[src/rtl/bcd_timer_pkg.sv]
// bcd_timer_pkg: shared types, constants and BCD/seconds helpers for the mm:ss timer.
// Revision: 1.0
`default_nettype none

package bcd_timer_pkg;

  typedef enum logic [2:0] {
    ST_IDLE   = 3'd0,
    ST_RUN    = 3'd1,
    ST_PAUSED = 3'd2,
    ST_ADJUST = 3'd3,
    ST_DONE   = 3'd4
  } state_t;

  typedef logic [3:0] bcd_t;

  localparam bcd_t SEC_MAX_H = 4'd5;
  localparam bcd_t DIG_MAX   = 4'd9;

  // Total seconds of a {min_h,min_l,sec_h,sec_l} count; 99:59 fits in 13 bits.
  function automatic logic [12:0] dig_to_secs(input logic [15:0] d);
    return 13'(d[15:12]) * 13'd600 + 13'(d[11:8]) * 13'd60
         + 13'(d[7:4]) * 13'd10 + 13'(d[3:0]);
  endfunction

  function automatic logic [15:0] secs_to_dig(input logic [12:0] s);
    logic [6:0] m;
    logic [5:0] ss;
    m  = 7'(s / 13'd60);
    ss = 6'(s % 13'd60);
    return {4'(m / 7'd10), 4'(m % 7'd10), 4'(ss / 6'd10), 4'(ss % 6'd10)};
  endfunction

endpackage

`default_nettype wire

[src/rtl/bcd_timer_core_counter.sv]
// bcd_mod_counter: two-digit BCD modulo-(MAX+1) counter with load, carry and borrow.
// Revision: 1.0
`default_nettype none

module bcd_mod_counter
  import bcd_timer_pkg::*;
#(
  parameter int MAX = 59
) (
  input  logic       clk,
  input  logic       rst,
  input  logic       inc,
  input  logic       dec,
  input  logic       load,
  input  logic [7:0] load_val,
  output logic [7:0] val,
  output logic       carry,
  output logic       borrow
);

  localparam bcd_t MAX_H = 4'(MAX / 10);
  localparam bcd_t MAX_L = 4'(MAX % 10);

  bcd_t hi, lo;
  logic up, dn, at_max, at_zero;

  assign up      = inc & ~dec & ~load;
  assign dn      = dec & ~inc & ~load;
  assign at_max  = (hi == MAX_H) && (lo == MAX_L);
  assign at_zero = (hi == 4'd0) && (lo == 4'd0);
  assign carry   = up & at_max;
  assign borrow  = dn & at_zero;
  assign val     = {hi, lo};

  always_ff @(posedge clk) begin
    if (rst) begin
      hi <= 4'd0;
      lo <= 4'd0;
    end else if (load) begin
      hi <= load_val[7:4];
      lo <= load_val[3:0];
    end else if (up) begin
      if (at_max) begin
        hi <= 4'd0;
        lo <= 4'd0;
      end else if (lo == DIG_MAX) begin
        hi <= hi + 4'd1;
        lo <= 4'd0;
      end else begin
        lo <= lo + 4'd1;
      end
    end else if (dn) begin
      if (at_zero) begin
        hi <= MAX_H;
        lo <= MAX_L;
      end else if (lo == 4'd0) begin
        hi <= hi - 4'd1;
        lo <= DIG_MAX;
      end else begin
        lo <= lo - 4'd1;
      end
    end
  end

endmodule

`default_nettype wire

[src/rtl/bcd_timer_core.sv]
// bcd_timer_core: mm:ss BCD stopwatch core with run/pause/adjust/done FSM and lap hold.
// Revision: 1.0
`default_nettype none

module bcd_timer_core
  import bcd_timer_pkg::*;
#(
  parameter int MAX_MIN   = 59,
  parameter int FAST_STEP = 2,
  parameter bit WRAP      = 1'b0
) (
  input  logic        clk,
  input  logic        rst,
  input  logic        tick_1hz,
  input  logic        tick_fast,
  input  logic        start_stop,
  input  logic        cnt_dn,
  input  logic        adj,
  input  logic        adj_sel,
  input  logic        adj_fast,
  input  logic        inc,
  input  logic        dec,
  input  logic        lap,
  input  logic        clr,
  output logic [15:0] dig,
  output logic [15:0] disp,
  output logic [2:0]  state_o,
  output logic        done,
  output logic        frozen
);

  localparam logic [7:0]  MIN_TOP    = {4'(MAX_MIN / 10), 4'(MAX_MIN % 10)};
  localparam logic [7:0]  SEC_TOP    = {SEC_MAX_H, DIG_MAX};
  localparam logic [15:0] TERM_UP    = {MIN_TOP, SEC_TOP};
  localparam logic [15:0] TERM_UP_M1 = {MIN_TOP, SEC_MAX_H, DIG_MAX - 4'd1};
  localparam logic [12:0] TOTAL_MAX  = 13'(MAX_MIN * 60 + 59);

  state_t      st, st_nxt;
  logic [7:0]  sec_v, min_v, sec_ld, min_ld;
  logic        run_tick, zero, fast_load, field_en, cnt_load;
  logic        sec_inc, sec_dec, min_inc, min_dec;
  logic        sec_carry, sec_borrow, min_carry, min_borrow;
  logic        at_term, will_hit;
  logic [12:0] fast_sum;
  logic [15:0] fast_dig, hold;

  assign dig      = {min_v, sec_v};
  assign state_o  = st;
  assign at_term  = cnt_dn ? (dig == 16'h0000) : (dig == TERM_UP);
  assign will_hit = cnt_dn ? (dig == 16'h0001) : (dig == TERM_UP_M1);

  // Fast-advance works on the whole count in seconds so carry and saturation are exact.
  assign fast_sum = dig_to_secs(dig) + 13'(FAST_STEP);
  assign fast_dig = (fast_sum > TOTAL_MAX) ? TERM_UP : secs_to_dig(fast_sum);

  always_comb begin
    st_nxt    = st;
    run_tick  = 1'b0;
    zero      = 1'b0;
    fast_load = 1'b0;
    field_en  = 1'b0;
    if (adj && st != ST_ADJUST) begin
      st_nxt = ST_ADJUST;
    end else begin
      case (st)
        ST_IDLE: begin
          if (clr) zero = 1'b1;
          else if (start_stop) st_nxt = ST_RUN;
        end
        ST_RUN: begin
          if (start_stop) begin
            st_nxt = ST_PAUSED;
          end else if (tick_1hz) begin
            if (at_term && !WRAP) begin
              st_nxt = ST_DONE;
            end else begin
              run_tick = 1'b1;
              if (will_hit && !WRAP) st_nxt = ST_DONE;
            end
          end
        end
        ST_PAUSED: begin
          if (clr) begin
            zero   = 1'b1;
            st_nxt = ST_IDLE;
          end else if (start_stop) begin
            st_nxt = ST_RUN;
          end
        end
        ST_ADJUST: begin
          if (!adj) st_nxt = (dig == 16'h0000) ? ST_IDLE : ST_PAUSED;
          else if (adj_fast) fast_load = tick_fast;
          else field_en = inc ^ dec;
        end
        ST_DONE: begin
          if (clr) begin
            zero   = 1'b1;
            st_nxt = ST_IDLE;
          end
        end
        default: st_nxt = ST_IDLE;
      endcase
    end
  end

  // Minutes follow the seconds carry only while running; field adjust keeps them independent.
  assign sec_inc  = (run_tick & ~cnt_dn) | (field_en & adj_sel & inc);
  assign sec_dec  = (run_tick & cnt_dn) | (field_en & adj_sel & dec);
  assign min_inc  = run_tick ? sec_carry : (field_en & ~adj_sel & inc);
  assign min_dec  = run_tick ? sec_borrow : (field_en & ~adj_sel & dec);
  assign cnt_load = zero | fast_load;
  assign sec_ld   = fast_load ? fast_dig[7:0] : 8'h00;
  assign min_ld   = fast_load ? fast_dig[15:8] : 8'h00;

  bcd_mod_counter #(.MAX(59)) u_sec (
    .clk      (clk),
    .rst      (rst),
    .inc      (sec_inc),
    .dec      (sec_dec),
    .load     (cnt_load),
    .load_val (sec_ld),
    .val      (sec_v),
    .carry    (sec_carry),
    .borrow   (sec_borrow)
  );

  bcd_mod_counter #(.MAX(MAX_MIN)) u_min (
    .clk      (clk),
    .rst      (rst),
    .inc      (min_inc),
    .dec      (min_dec),
    .load     (cnt_load),
    .load_val (min_ld),
    .val      (min_v),
    .carry    (min_carry),
    .borrow   (min_borrow)
  );

  always_ff @(posedge clk) begin
    if (rst) begin
      st     <= ST_IDLE;
      done   <= 1'b0;
      frozen <= 1'b0;
      hold   <= 16'h0000;
      disp   <= 16'h0000;
    end else begin
      st   <= st_nxt;
      done <= (st_nxt == ST_DONE) && (st != ST_DONE);
      disp <= frozen ? hold : dig;
      if (lap && !frozen) hold <= dig;
      if (zero) frozen <= 1'b0;
      else if (lap) frozen <= ~frozen;
    end
  end

endmodule

`default_nettype wire

[config.mk]
export PLATFORM = sky130hd
export DESIGN_NAME = bcd_timer_core
export DESIGN_NICKNAME = d
export VERILOG_FILES = /design/src/rtl/bcd_timer_pkg.sv /design/src/rtl/bcd_timer_core_counter.sv /design/src/rtl/bcd_timer_core.sv
export SDC_FILE = /design/constraint.sdc
export NUM_CORES = 1
export LEC_CHECK = 0
export BUFFER_PORTS_ARGS = -buffer_cell sky130_fd_sc_hd__buf_2
export CAP_MARGIN = 40
export CORE_UTILIZATION = 24
export DETAILED_ROUTE_END_ITERATION = 7
export PLACE_DENSITY = 0.38
export SLEW_MARGIN = 20
export SYNTH_ARGS = -nofsm -noshare
export SYNTH_HDL_FRONTEND = slang
export SYNTH_SLANG_ARGS = --single-unit
[constraint.sdc]
create_clock -name clk -period 11.1 [get_ports clk]
set_input_delay 0.555 -clock clk [delete_from_list [all_inputs] [get_ports clk]]
set_output_delay 0.555 -clock clk [all_outputs]
set_load 0.02 [all_outputs]
# Word-level counts from Yosys, hierarchy flattened
# Index checks and enable logic that the tools add are counted.
[word_totals]
regBits = 53
latchBits = 0
ramBits = 0
rom_bits = 0
output_inout_bits = 37
memories = 0
[classes]
addsub = 12
multipliers = 3
div = 6
order_cmp = 1
eq_ne = 16
shifts = 0
mux = 64
bitwise = 30
n_reduce_logical = 22
[op_table]
columns = ["op", "count"]
rows = [
  ["$mux W4", 28],
  ["$eq A16 B15 Y1 const B", 2],
  ["$mux W16", 2],
  ["$mux W3", 10],
  ["$mux W1", 20],
  ["$and A1 B1 Y1", 18],
  ["$add A4 B1 Y4 const B", 4],
  ["$eq A16 B1 Y1 const B", 1],
  ["$logic_not A16 Y1", 1],
  ["$logic_not A4 Y1", 4],
  ["$mux W8", 2],
  ["$sub A4 B1 Y4 const B", 4],
  ["$pmux W3 S5", 1],
  ["$add A13 B10 Y13", 1],
  ["$add A13 B2 Y13 const B", 1],
  ["$add A13 B4 Y13", 1],
  ["$add A13 B8 Y13", 1],
  ["$div A13 B6 Y13 const B", 1],
  ["$gt A13 B12 Y1 const B", 1],
  ["$mod A13 B6 Y13 const B", 1],
  ["$mul A4 B7 Y10 const B", 1],
  ["$eq A4 B3 Y1 const B", 2],
  ["$eq A4 B4 Y1 const B", 2],
  ["$mul A4 B4 Y8 const B", 1],
  ["other kinds (23)", 44],
]

# Depth between registers and ports, before layout
[logic_depth]
ltp_word = 20
mapped_depth = 45
mapped_depth_nobuf = 42

# Cells and area by module
# A second synthesis with hierarchy kept.
[hier_totals]
cells_unflattened = 926
area_unflattened_um2 = 7439.6
[by_module_without_submodules]
columns = ["mod", "n_inst", "cells_each", "area_per_inst_um2", "seq_area_each_um2"]
rows = [
  ["bcd_timer_core", 1, 728, 5730.5, 740.7],
  ["bcd_mod_counter", 2, 99, 854.6, 160.2],
]

# Least setup slack after synthesis
# OpenSTA, ideal clock, no wires.
[synth_timing]
kind = "flip-flop to flip-flop"
startpoint = "register u_min.lo[2]"
endpoint = "register u_min.lo[2]"
setup_time_ps = 70
arrival_time_ps = 8902
setup_slack_ps = 2129
stages_incl_launch_ff = 42
n_path_buf = 1
period_less_slack_ps = 8971
path_cell_list = "dfxtp_1 -> fa_1 -> fa_1 -> ha_1 -> a21o_1 -> a21oi_1 -> o21bai_1 -> a21oi_1 -> xnor2_1 -> ha_1 -> ha_1 -> ha_1 -> a21oi_4 -> o21ai_2 -> a311oi_2 -> nor3_1 -> buf_2 -> o21ai_0 -> [... 6 more ...] -> a21o_1 -> xor2_1 -> inv_1 -> ha_1 -> nand2b_1 -> a21oi_1 -> xnor2_1 -> nor2_1 -> inv_1 -> ha_1 -> nand3b_1 -> a211oi_1 -> o2bb2ai_2 -> xnor2_1 -> ha_1 -> o221ai_2 -> mux2_1 -> a21oi_1"
[synth_between]
elab_chain_len = 19
elab_cells_between_ends = 52
[synth_rtl]
columns = ["item", "line_no", "source"]
rows = [
  ["from (decl)", "bcd_timer_core_counter.sv:24", "bcd_t hi, lo;"],
  ["from (signal assigned)", "bcd_timer_core_counter.sv:41", "lo <= load_val[3:0];"],
  ["from (signal assigned)", "bcd_timer_core_counter.sv:50", "lo <= lo + 4'd1;"],
  ["from (signal assigned)", "bcd_timer_core_counter.sv:60", "lo <= lo - 4'd1;"],
  ["parallel branches: the longest is 19 deep, another holds $add A13 B10 Y13", "n/a", ""],
]
# Several ways; the timed one is not identified. The select of a mux whose other input is x is not followed.
# A chain may end at the register's enable or synchronous reset.

# Worst setup path in the final report
# Ends and elaborated chain as after synthesis.

==> summary.md <==
| Metric | Value |
|---|---|
| Reg2reg path depth | 38 |
| Top Ports | 50 |
| WP data arrival | a little over 10 ns |
| Max Fclk | about 100 MHz |
| Crit path from | u_min.lo[2] |
| Total gr overflow | 0 |
| Commonest non-fill, non-tap cell in the layout | nand2_1 |
| Synthesized-area fraction occupied by adder cells | 0.178 |
| CTS tree | yes |
| Path type of the worst min-delay path | reg -> reg |
| Main combinational cell family by area after synthesis | compound AO/OA/AOI/OAI gates |
| CORE AREA | about 28000 um^2 |
| Critical path depth | 38 |
| Area after DPL | between 7000 and 8000 um^2 |
| Setup ws final | between 0.9 and 1 ns |
| Most frequent cells in the layout | 92 x nand2_1, 81 x nor2_1, 74 x ha_1 |
| Launching point of the worst reg2reg path | u_min.lo[2] |
| DRT antenna net count | 0 |
| Synth Area in Simple Gates | 0.217 |
| Die Wd | between 150 and 200 um |
| CP bufs+invs | 6 |
| Setup_tns | 0 ns |
| Die H | ~170 um |
| Cell count after synthesis | 900 |
| Longest Clk Path Bufs | 2 |
| Fin crit share | 0.914 |
| Synth Area in Compound Gates | 0.310 |
| Hold_sp | hold[13] |
| Number of synthesis warnings | 0 |
| IO buf count | 49 |
| Worst-skew pair later-pin latency | 0.31 ns |
| # resized after CTS | 0 |
| CP peak stage delay | about 0.64 ns |
| Final net count | 1030 |
| Syn_nets | ~1000 |
| Place WS | 0.894 ns |
| Wire per inst | around 17 um |
| Status | finished clean |
| Cell area after layout | 7770 um^2 |
| DRC Markers | 0 |
| DR iter-0 viols | ~400 |
| Routability cong. | ~0.8 |
| Vias in the first global route | ~6500 |
| Global Route Usage Sum | 0.150 |
| Vias per inst | about 5.2 |
| Unrepaired setup endpoints after global routing | no |
| Clk pin slew, worst setup/hold paths | roughly 0.080 ns |
| Setup repair bufs after CTS | 0 |
| Hold Path Depth | 2 |
| Max-slew headroom | 0.441 |
| Worst path required time | about 11 ns |
| Slowest CP cell | dfxtp_1 |
| Avg Cell Area, Syn | 7.74 um^2 |
| Final HPWL DP | about 17 mm |
| Netlist cell types | 98 |
| Final setup skew | 0.00675 ns |
| Actual slew at the worst max-slew pin | 0.829 ns |
| Clock tree sinks | 53 |
| Worst hold margin | 0.454 ns |
| Number of hold buffers added after cts | 0 |
| Worst Setup End Kind | register |
| Num CTS Buffers | 5 |
| Die area | 29700 um^2 |
| Share of the yosys chip area belonging to registers | 0.152 |
| CP max FO | 14 |
| CP delay by family, top | adder cells |
| #FFs+latches synth | 53 |
| Drt first pass iters | 5 |
| Area Growth Syn to Fin | 11.6% |
| Largest net degree at the start of global routing | 54 |
| Max-cap check violation count | 0 |
| Primary FF master, synth | dfxtp_1 |
| Mux contribution to synthesized area | 0.0499 |
| Post-synth ARST share | 0 |
| Synth Area in XOR/XNOR | 0.0408 |
| Critical path's most frequent cell | ha_1 |
| Diodes inserted | 0 |
| Vias | around 6700 |
| First-pass GRT wire length | between 30 and 40 mm |
| Initial core utilization | 0.247 |
| Endpoints failing setup | 0 |
| Post-synthesis cell area | ~7000 um^2 |
| WL final | about 22 mm |
| Share of post-route cells with drive strength above 1 | 0.133 |
| Antenna violations before repair | 0 |
| Cell row count | 61 |
| H-tree depth | 2 |
| Min Tclk post-route | slightly above 10 ns |
| Crit path kind | reg -> reg |
| Startpoint Class | register |
| Root Buffer Master | clkbuf_16 |
| Final hold vios | 0 |
| Final Max Tran Viols | 0 |
| Number of synthesized flops with an enable pin | 0 |
## worst reg2reg max path, delay by kind of cell (launching register included)
family / cells / cell delay [ns]
AOI/OAI and AO/OA: 10 / 2.40
xor gates and xnor gates: 6 / 1.92
adders and majority gates: 10 / 3.16
muxes: 1 / 0.36
buffers and inverters: 6 / 0.67
and+or+nand+nor: 5 / 0.92
DFF: 1 / 0.64
## cell type report
cell class              count  area, um^2
fillers                  3118       20400
clock buffers               6         129
multi-input cells         755        5540
clock inverters             2        38.8
inverters                  50         188
well taps                 378         473
flip-flops and latches     53        1060
repair buffers             63         345
## routing by layer
layer,wire length (um),global-route usage
met3,710,0.0126
met4,255,0.0339
met5,0,0
met2,10200,0.249
met1,10700,0.209
## through the flow
stage          cells   util
6_report        1307  0.276
5_1_grt         1307  0.276
4_1_cts         1306  0.276
3_5_place_dp    1298  0.270
3_3_place_gp    1296  0.269
2_1_floorplan    900      -
## path summary, 6_finish.rpt
path	slack (ns)	end
max	0.95	u_min.lo[2]
min	0.45	hold[13]
max reg2reg	0.95	u_min.lo[2]
min reg2reg	0.45	hold[13]
## kinds of logic after synthesis
logic type / after synthesis
flip-flops: 53
buffers and inverters: 92
AND/OR/NAND/NOR: 307
AO/OA/AOI/OAI: 296
adder cells (fa/ha/maj): 90
XOR/XNOR: 30
multiplexers: 32
## synth_stat cells (15+ instances only)
cell type  instances  share of area
nand2_1           92          0.050
nor2_1            81          0.044
ha_1              74           0.13
a21oi_1           63          0.045
dfxtp_1           53           0.15
o21ai_0           52          0.037
inv_1             49          0.026
clkbuf_1          28          0.015
mux2i_1           24          0.034
nor3_1            24          0.017
a31oi_1           23          0.021
nand3_1           23          0.017
xnor2_1           21          0.026
fa_1              15          0.043
## registers in the layout, summed over array words and instances, names as in the netlist
signal,cells
u_sec.hi,4
frozen,1
disp,16
u_sec.lo,4
done,1
u_min.lo,4
u_min.hi,4
state_o,3
hold,16
Power is left out: the tool's default activity adds up to more than one toggle a clock period on the data nets, which glitch-free logic cannot reach.
